$ cat src/rtl/fpu_mul_collect_if.sv
// Beat-in / wave-out bundle between the FP32 multiplier lanes and the VGPR writeback side.
// slave is the collector's view; master is the view of whoever drives beats and consumes waves.
interface fpu_mul_collect_if #(
  parameter int BIT_WIDTH = 32,
  parameter int LANES     = 32,
  parameter int LANE_W    = $clog2(LANES)
);
  logic                       i_valid;
  logic                       o_ready;
  logic [BIT_WIDTH-1:0]       i_result;
  logic                       i_inexact;
  logic                       i_exec;
  logic                       o_valid;
  logic                       i_ready;
  logic [LANES*BIT_WIDTH-1:0] o_wave;
  logic [LANES-1:0]           o_exec;
  logic                       o_inexact;
  logic [LANE_W-1:0]          o_lane;

  modport slave (
    input  i_valid, i_result, i_inexact, i_exec, i_ready,
    output o_ready, o_valid, o_wave, o_exec, o_inexact, o_lane
  );

  modport master (
    output i_valid, i_result, i_inexact, i_exec, i_ready,
    input  o_ready, o_valid, o_wave, o_exec, o_inexact, o_lane
  );
endinterface

$ cat src/rtl/fpu_mul_collect.sv
// Collects per-lane multiplier beats into ping-pong wave buffers; wave visible 1 cycle after its last beat.
// Backpressure: o_ready drops only when both buffers hold unpopped waves, and is driven from registers only.
module fpu_mul_collect #(
  parameter int BIT_WIDTH = 32,
  parameter int LANES     = 32,
  parameter int LANE_W    = $clog2(LANES)
) (
  input logic            i_clk,
  input logic            i_rst,
  fpu_mul_collect_if.slave bus
);

  logic              wrBuf;
  logic              rdBuf;
  logic [LANE_W-1:0] wrLane;
  logic [1:0]        full;
  logic [1:0]        fullNext;
  logic [1:0]        inexAcc;
  logic              rstQ;

  logic [BIT_WIDTH-1:0] waveMem [2][LANES];
  logic [LANES-1:0]     execMem [2];

  logic accept;
  logic pop;
  logic lastLane;

  assign accept   = bus.i_valid && bus.o_ready;
  assign pop      = bus.o_valid && bus.i_ready;
  assign lastLane = (wrLane == LANE_W'(LANES - 1));

  // A pop and a completion can never target the same buffer: one needs it full, the other empty.
  always_comb begin
    fullNext = full;
    if (pop)
      fullNext[rdBuf] = 1'b0;
    if (accept && lastLane)
      fullNext[wrBuf] = 1'b1;
  end

  always_ff @(posedge i_clk) begin
    if (i_rst) begin
      wrBuf   <= 1'b0;
      rdBuf   <= 1'b0;
      wrLane  <= '0;
      full    <= 2'b00;
      inexAcc <= 2'b00;
      rstQ    <= 1'b1;
    end else begin
      rstQ <= 1'b0;
      full <= fullNext;
      if (accept) begin
        wrLane          <= lastLane ? '0 : wrLane + 1'b1;
        inexAcc[wrBuf]  <= ((wrLane == '0) ? 1'b0 : inexAcc[wrBuf]) | (bus.i_exec & bus.i_inexact);
        if (lastLane)
          wrBuf <= ~wrBuf;
      end
      if (pop)
        rdBuf <= ~rdBuf;
    end
  end

  // Storage is left unreset; every lane is rewritten each wave and outputs are gated by o_valid.
  always_ff @(posedge i_clk) begin
    if (accept) begin
      waveMem[wrBuf][wrLane] <= bus.i_exec ? bus.i_result : '0;
      execMem[wrBuf][wrLane] <= bus.i_exec;
    end
  end

  assign bus.o_ready   = !rstQ && !full[wrBuf];
  assign bus.o_valid   = full[rdBuf];
  assign bus.o_exec    = bus.o_valid ? execMem[rdBuf] : '0;
  assign bus.o_inexact = bus.o_valid & inexAcc[rdBuf];
  assign bus.o_lane    = wrLane;

  always_comb begin
    bus.o_wave = '0;
    for (int k = 0; k < LANES; k++)
      bus.o_wave[k*BIT_WIDTH +: BIT_WIDTH] = bus.o_valid ? waveMem[rdBuf][k] : '0;
  end

endmodule

$ cat src/flat_wrapper.sv
// flat-port wrapper written by rule: the top's interface ports become plain ports
module fpu_mul_collect_flat 
#(
  parameter int BIT_WIDTH = 32,
  parameter int LANES     = 32,
  parameter int LANE_W    = $clog2(LANES)
)
  (i_clk, i_rst, bus_i_valid, bus_i_result, bus_i_inexact, bus_i_exec, bus_i_ready, bus_o_ready, bus_o_valid, bus_o_wave, bus_o_exec, bus_o_inexact, bus_o_lane);
  fpu_mul_collect_if #(.BIT_WIDTH(BIT_WIDTH), .LANES(LANES), .LANE_W(LANE_W)) bus_i ();
  input logic i_clk;
  input logic i_rst;
  input wire logic [$bits(bus_i.i_valid)-1:0] bus_i_valid;
  input wire logic [$bits(bus_i.i_result)-1:0] bus_i_result;
  input wire logic [$bits(bus_i.i_inexact)-1:0] bus_i_inexact;
  input wire logic [$bits(bus_i.i_exec)-1:0] bus_i_exec;
  input wire logic [$bits(bus_i.i_ready)-1:0] bus_i_ready;
  output wire logic [$bits(bus_i.o_ready)-1:0] bus_o_ready;
  output wire logic [$bits(bus_i.o_valid)-1:0] bus_o_valid;
  output wire logic [$bits(bus_i.o_wave)-1:0] bus_o_wave;
  output wire logic [$bits(bus_i.o_exec)-1:0] bus_o_exec;
  output wire logic [$bits(bus_i.o_inexact)-1:0] bus_o_inexact;
  output wire logic [$bits(bus_i.o_lane)-1:0] bus_o_lane;
  assign bus_i.i_valid = bus_i_valid;
  assign bus_i.i_result = bus_i_result;
  assign bus_i.i_inexact = bus_i_inexact;
  assign bus_i.i_exec = bus_i_exec;
  assign bus_i.i_ready = bus_i_ready;
  assign bus_o_ready = bus_i.o_ready;
  assign bus_o_valid = bus_i.o_valid;
  assign bus_o_wave = bus_i.o_wave;
  assign bus_o_exec = bus_i.o_exec;
  assign bus_o_inexact = bus_i.o_inexact;
  assign bus_o_lane = bus_i.o_lane;
  fpu_mul_collect #(.BIT_WIDTH(BIT_WIDTH), .LANES(LANES), .LANE_W(LANE_W)) u_core (.i_clk(i_clk), .i_rst(i_rst), .bus(bus_i));
endmodule
$ cat config.mk
export PLATFORM = sky130hd
export DESIGN_NAME = fpu_mul_collect_flat
export DESIGN_NICKNAME = d
export VERILOG_FILES = /design/src/rtl/fpu_mul_collect_if.sv /design/src/rtl/fpu_mul_collect.sv /design/src/flat_wrapper.sv
export SDC_FILE = /design/constraint.sdc
export NUM_CORES = 2
export LEC_CHECK = 0
export CORE_AREA = 2 2 429 431
export CTS_CLUSTER_DIAMETER = 60
export DETAILED_ROUTE_END_ITERATION = 10
export DIE_AREA = 0 0 431 433
export GPL_TIMING_DRIVEN = 0
export PLACE_DENSITY = 0.77
export SYNTH_ARGS = -nofsm -noshare
export SYNTH_HDL_FRONTEND = slang
export SYNTH_SLANG_ARGS = --single-unit
$ cat constraint.sdc
create_clock -name i_clk -period 4.43 [get_ports i_clk]
set_input_delay 0.886 -clock i_clk [delete_from_list [all_inputs] [get_ports i_clk]]
set_output_delay 0.886 -clock i_clk [all_outputs]
set_load 0.05 [all_outputs]
# Yosys cells after proc, flatten, opt, wreduce, memory -nomap -nowiden
# Memories as Yosys holds them, arrays and structs flattened. A register that Yosys moved wholly into a read port is not among the register bits.
# Cells that the tools add are included.
[totals]
elab_cells = 102
out_inout_bits = 1064
input_bits = 38
n_memories = 2
regBits = 12
ramBits = 2112
[op_classes]
eq_ne = 1
n_reduce_logical = 12
bitwise = 9
n_mux = 63
magnitude_cmp = 8
addsub = 1
[memory_table]
columns = ["memory", "words", "width", "read_ports", "rd_ports_with_merged_regs", "write_ports", "line_no", "rtl"]
rows = [
  ["u_core.waveMem", 2, 1024, 1, 1, 1, "fpu_mul_collect.sv:21", "logic [BIT_WIDTH-1:0] waveMem [2][LANES];"],
  ["u_core.execMem", 2, 32, 1, 1, 1, "fpu_mul_collect.sv:22", "logic [LANES-1:0] execMem [2];"],
]
[ops]
columns = ["operator", "n"]
rows = [
  ["32-bit 2-to-1 mux", 36],
  ["1024-bit 2-to-1 mux", 1],
  ["32-bit demux with 5-bit select", 1],
  ["1-bit 2-to-1 mux", 18],
  ["1-bit logical AND", 8],
  ["6-bit greater-or-equal comparator (second input constant)", 1],
  ["5-bit by 6-bit less-than comparator with 1-bit output (second input constant)", 1],
  ["6-bit by 1-bit less-than comparator with 1-bit output (second input constant)", 1],
  ["5-bit inverter with 6-bit output", 1],
  ["5-bit by 1-bit adder with 5-bit output (second input constant)", 1],
  ["1-bit demux with 5-bit select", 1],
  ["5-bit equality test (second input constant)", 1],
  ["5-bit by 1-bit greater-or-equal comparator with 1-bit output (second input constant)", 1],
  ["5-bit zero test", 1],
  ["5-bit 2-to-1 mux", 1],
  ["1-bit by 2-bit less-than comparator with 1-bit output (second input constant)", 2],
  ["2-bit 2-to-1 mux", 2],
  ["1-bit bitwise AND", 2],
  ["2-bit bitwise AND", 1],
  ["2-bit bitwise mux", 1],
  ["1-bit demux with 1-bit select", 2],
  ["1-bit greater-or-equal comparator (second input constant)", 2],
  ["1-bit zero test", 2],
  ["1-bit inverter", 2],
  ["4 further kinds", 4],
]

# Depth between registers and ports, before layout
[logic_depth]
depth_word = 9
mapped_depth = 6
mapped_depth_nobuf = 6

# Worst setup path after synthesis
# OpenSTA, ideal clock, no wires.
[synth_timing]
kind = "input-to-reg"
startpoint = "input port bus_i_valid"
endpoint = "memory u_core.execMem[1][28], enable pin"
stages = 4
t_arrival_ns = 2.940
slack_ns = 1.067
path_buffers = 1
setup_ns = 0.423
cell_sequence = "nor2b_1 -> clkbuf_1 -> nand4b_1 -> nor2_1"
[synth_between]
elab_chain_len = 3
[synth_rtl]
columns = ["item", "line_no", "rtl"]
rows = [
  ["start, declared", "flat_wrapper.sv:12", "input wire logic [$bits(bus_i.i_valid)-1:0] bus_i_valid;"],
  ["1-bit logical AND", "fpu_mul_collect.sv:28", "assign accept = bus.i_valid && bus.o_ready;"],
  ["1-bit 2-to-1 mux", "fpu_mul_collect.sv:65", "if (accept) begin"],
  ["32-bit 2-to-1 mux (not written as such)", "fpu_mul_collect.sv:67", "execMem[wrBuf][wrLane] <= bus.i_exec;"],
  ["end, declared", "fpu_mul_collect.sv:22", ""],
]
# No other way between the ends.

==> run_results.csv <==
group,metric,value,unit
sta,slew_headroom,9.76,%
critical_path,worstPathRequired,3.54,ns
critical_path,arrival,3.43,ns
critical_path,worst-path-buf-inv,5,
die,io-pin-count,1102,
routing,drt-initial-drc-count,5594,
yosys,ys_seq_area_share,79.1,%
die,die_x,431,µm
yosys,synth.area.top_cells,"edfxtp_1, mux2i_1, nor2_1, buf_2, dfxtp_1",
finish,fin_cells,8641,
min_path,hold_class,"reg -> reg",
clocking,clkSlewWorstSetupHoldPaths,0.06,ns
place,dp_hpwl,180,mm
clocking,cts_root_buffer,"clkbuf_16",
die,die_h,433,µm
global_route,grt_pass1_wl,351,mm
critical_path,crit_fanout,10,
outcome,status,"finished, final reports clean",
yosys,ys_warn_count,0,
critical_path,cpPeakStageDelay,0.81,ns
clocking,cts_setup_buffers,0,
global_route,grt_use_total,27.2,%
yosys,synth_area,80500,µm²
sta,clock_skew,0.0332,ns
critical_path,crit_chain,"clkbuf_1, buf_6, buf_4, buf_2, mux2i_1, nor2_1, clkdlybuf4s50_1",
run,maxCapViolations,0,
routing,drt-total-wl,262,mm
yosys,yosysTopAreaCell,"edfxtp_1",
clocking,clock_latency,0.87,ns
place,dp_cells,8241,
global_route,antenna_found_initial,16,
routing,drc,0,
die,row_count,157,
finish,fillers,13500,
yosys,synthArstFlopShare,0,%
yosys,synth.distinct_cells,33,
routing,vias,47900,
place,gp_congestion,0.865,
critical_path,cp_top_family,"buffers and inverters",
critical_path,cp-end-kind,"output port",
power_and_ir_drop,power_leakage,35.9,nW
yosys,synthesis.instances,4660,
finish,area_growth,29.2,%
sta,setup_viol,0,
die,dieArea,187000,µm²
clocking,cts_tree,"built",
yosys,synth_top_area_share,78.8,%
global_route,grt_max_degree,71,
clocking,hold_buffers,0,
sta,finalWorstSetupSlack,0.109,ns
critical_path,slowest_stage,"clkdlybuf4s50_1",
yosys,synth.avg_cell_area,17.3,µm²
sta,fmax,231,MHz
global_route,grt_pass1_vias,46700,
place,dp_slack,-0.333,ns
power_and_ir_drop,irDropWorstVdd,0.374,mV
routing,wl_per_cell,30.3,µm
yosys,synthTopCellsByCount,"edfxtp_1, nor2_1, mux2i_1",
yosys,synth_seq_cells,2125,
power_and_ir_drop,powerDensity,388,nW/µm²
critical_path,crit_type,"reg -> out",
yosys,synth_edf_count,2112,
clocking,numCtsBuffers,209,
yosys,syn-num-nets,4703,
die,start_util,44.2,%
place,io_buffers,1101,
clocking,clkSinkCount,2125,
sta,period_needed,4.32,ns
routing,vias_per_cell,5.54,
clocking,cts_resized,473,
routing,ant_nets,0,
sta,maxSlewViolCount,0,
clocking,cts_max_path_buffers,3,
global_route,globalRoute.totalOverflow,0,
sta,period_share,97.5,%
routing,dr.pass1.iters,5,
finish,multi_input_area,16100,µm²
finish,finalNetCount,6110,
finish,regArea,63700,µm²
sta,worst_pin_slew,1.35,ns
yosys,synthFlopType,"edfxtp_1",
critical_path,startpoint_type,"flop",
finish,drive_above_1_share,12.2,%
die,coreArea,182000,µm²
sta,hold_viol,0,
yosys,synth_most_common_cell,"edfxtp_1",
clocking,htreeDepth,4,
## where the power goes
part / switching [mW] / total, mW / leakage, nW / internal [mW]
Sequential: 0.00841 / 22.1 / 17.8 / 22.1
Combinational: 0.621 / 0.761 / 14.8 / 0.140
Clock: 7.67 / 17.4 / 3.27 / 9.76
Total: 8.30 / 40.3 / 35.9 / 32.0
## routing by layer
metal / vias up / GRT usage (%) / share of wire, %
li1: 20200 / - / -
met1: 24200 / 33.0 / 35
met2: 2938 / 45.4 / 49
met3: 574 / 5.55 / 9.1
met4: 0 / 15.8 / 6.6
met5: - / 0 / 0
## cells by family after synthesis
family	count (synthesis)	share of synthesized area [%]
flops	2125	79.1
simple gates	1193	5.78
mux	1061	13.2
buf+inv	254	1.66
compound gates	22	0.169
fa+ha+maj	5	0.0777
## worst paths after layout
path / cells past startpoint / from / slack (ns) / end
worst max-delay path: 7 / flop / 0.11 / bus_o_wave[275]
worst min-delay path: 2 / u_core.inexAcc[0] / 0.53 / u_core.inexAcc[0]
worst max register to register: 4 / u_core.rstQ / 1.12 / u_core.waveMem[0][885]
worst min register to register: 2 / u_core.inexAcc[0] / 0.53 / u_core.inexAcc[0]
## metrics by stage
stage	hold slack, ns	power (mW)	util, %	cell area [µm²]	TNS, ns
2_1_floorplan	0.487	22.8	-	80500	0
3_3_place_gp	0.502	23.2	51.9	94500	-9168.88
3_5_place_dp	0.521	23.3	53.3	97100	-0.843
4_1_cts	0.512	40.4	56.8	103000	0
5_1_grt	0.554	41.2	57.1	104000	-0.0177
6_report	0.528	40.3	57.1	104000	0
## final cells by class
class                   instances  share of cell area [%]
repair buffers               1196                    12.6
inverters                       5                  0.0181
clock inverters               141                    1.20
clock buffers                 248                    5.27
diodes                         11                  0.0265
flip-flops and latches       2125                    61.2
multi-input cells            2281                    15.5
plain buffers                 249                    1.31
well taps                    2385                    2.87
## flip-flops by register name (all words and copies together) (netlist names), named ones only
signal and count:
u_core.execMem 64, u_core.rstQ 1, u_core.full 2, u_core.rdBuf 1, u_core.waveMem 2048, u_core.inexAcc 2
u_core.bus.o_lane 5, u_core.wrBuf 1
## placed cells by master, fill, tap and decap left out, types with 4 or more instances in the layout
| cell type | n |
|---|---|
| edfxtp_1 | 2112 |
| nor2_1 | 1057 |
| mux2i_1 | 1056 |
| clkdlybuf4s50_1 | 507 |
| dlygate4sd2_1 | 390 |
| clkbuf_16 | 214 |
| buf_2 | 186 |
| dlymetal6s2s_1 | 185 |
| buf_12 | 70 |
| nor2_4 | 62 |
| clkinv_1 | 54 |
| buf_4 | 48 |
| clkbuf_1 | 46 |
| clkinv_2 | 34 |
| and2_4 | 31 |
| buf_16 | 24 |
| clkdlybuf4s15_2 | 17 |
| bufinv_16 | 15 |
| dfxtp_1 | 13 |
| diode_2 | 11 |
| nand2_1 | 11 |
| clkinvlp_4 | 10 |
| a21oi_1 | 9 |
| inv_6 | 8 |
| inv_8 | 7 |
| nor2_2 | 6 |
| clkinv_4 | 6 |
| inv_1 | 5 |
| nand3_1 | 5 |
| ha_1 | 5 |
| o21ai_0 | 4 |
| a311oi_1 | 4 |
## worst reg2reg max path: cells and delay by family (launching register included)
family | cells | cell delay (ns)
and+or+nand+nor | 3 | 2.21
DFF | 1 | 0.37
buffers and inverters | 1 | 0.32
(Power assumes the default switching activity.)
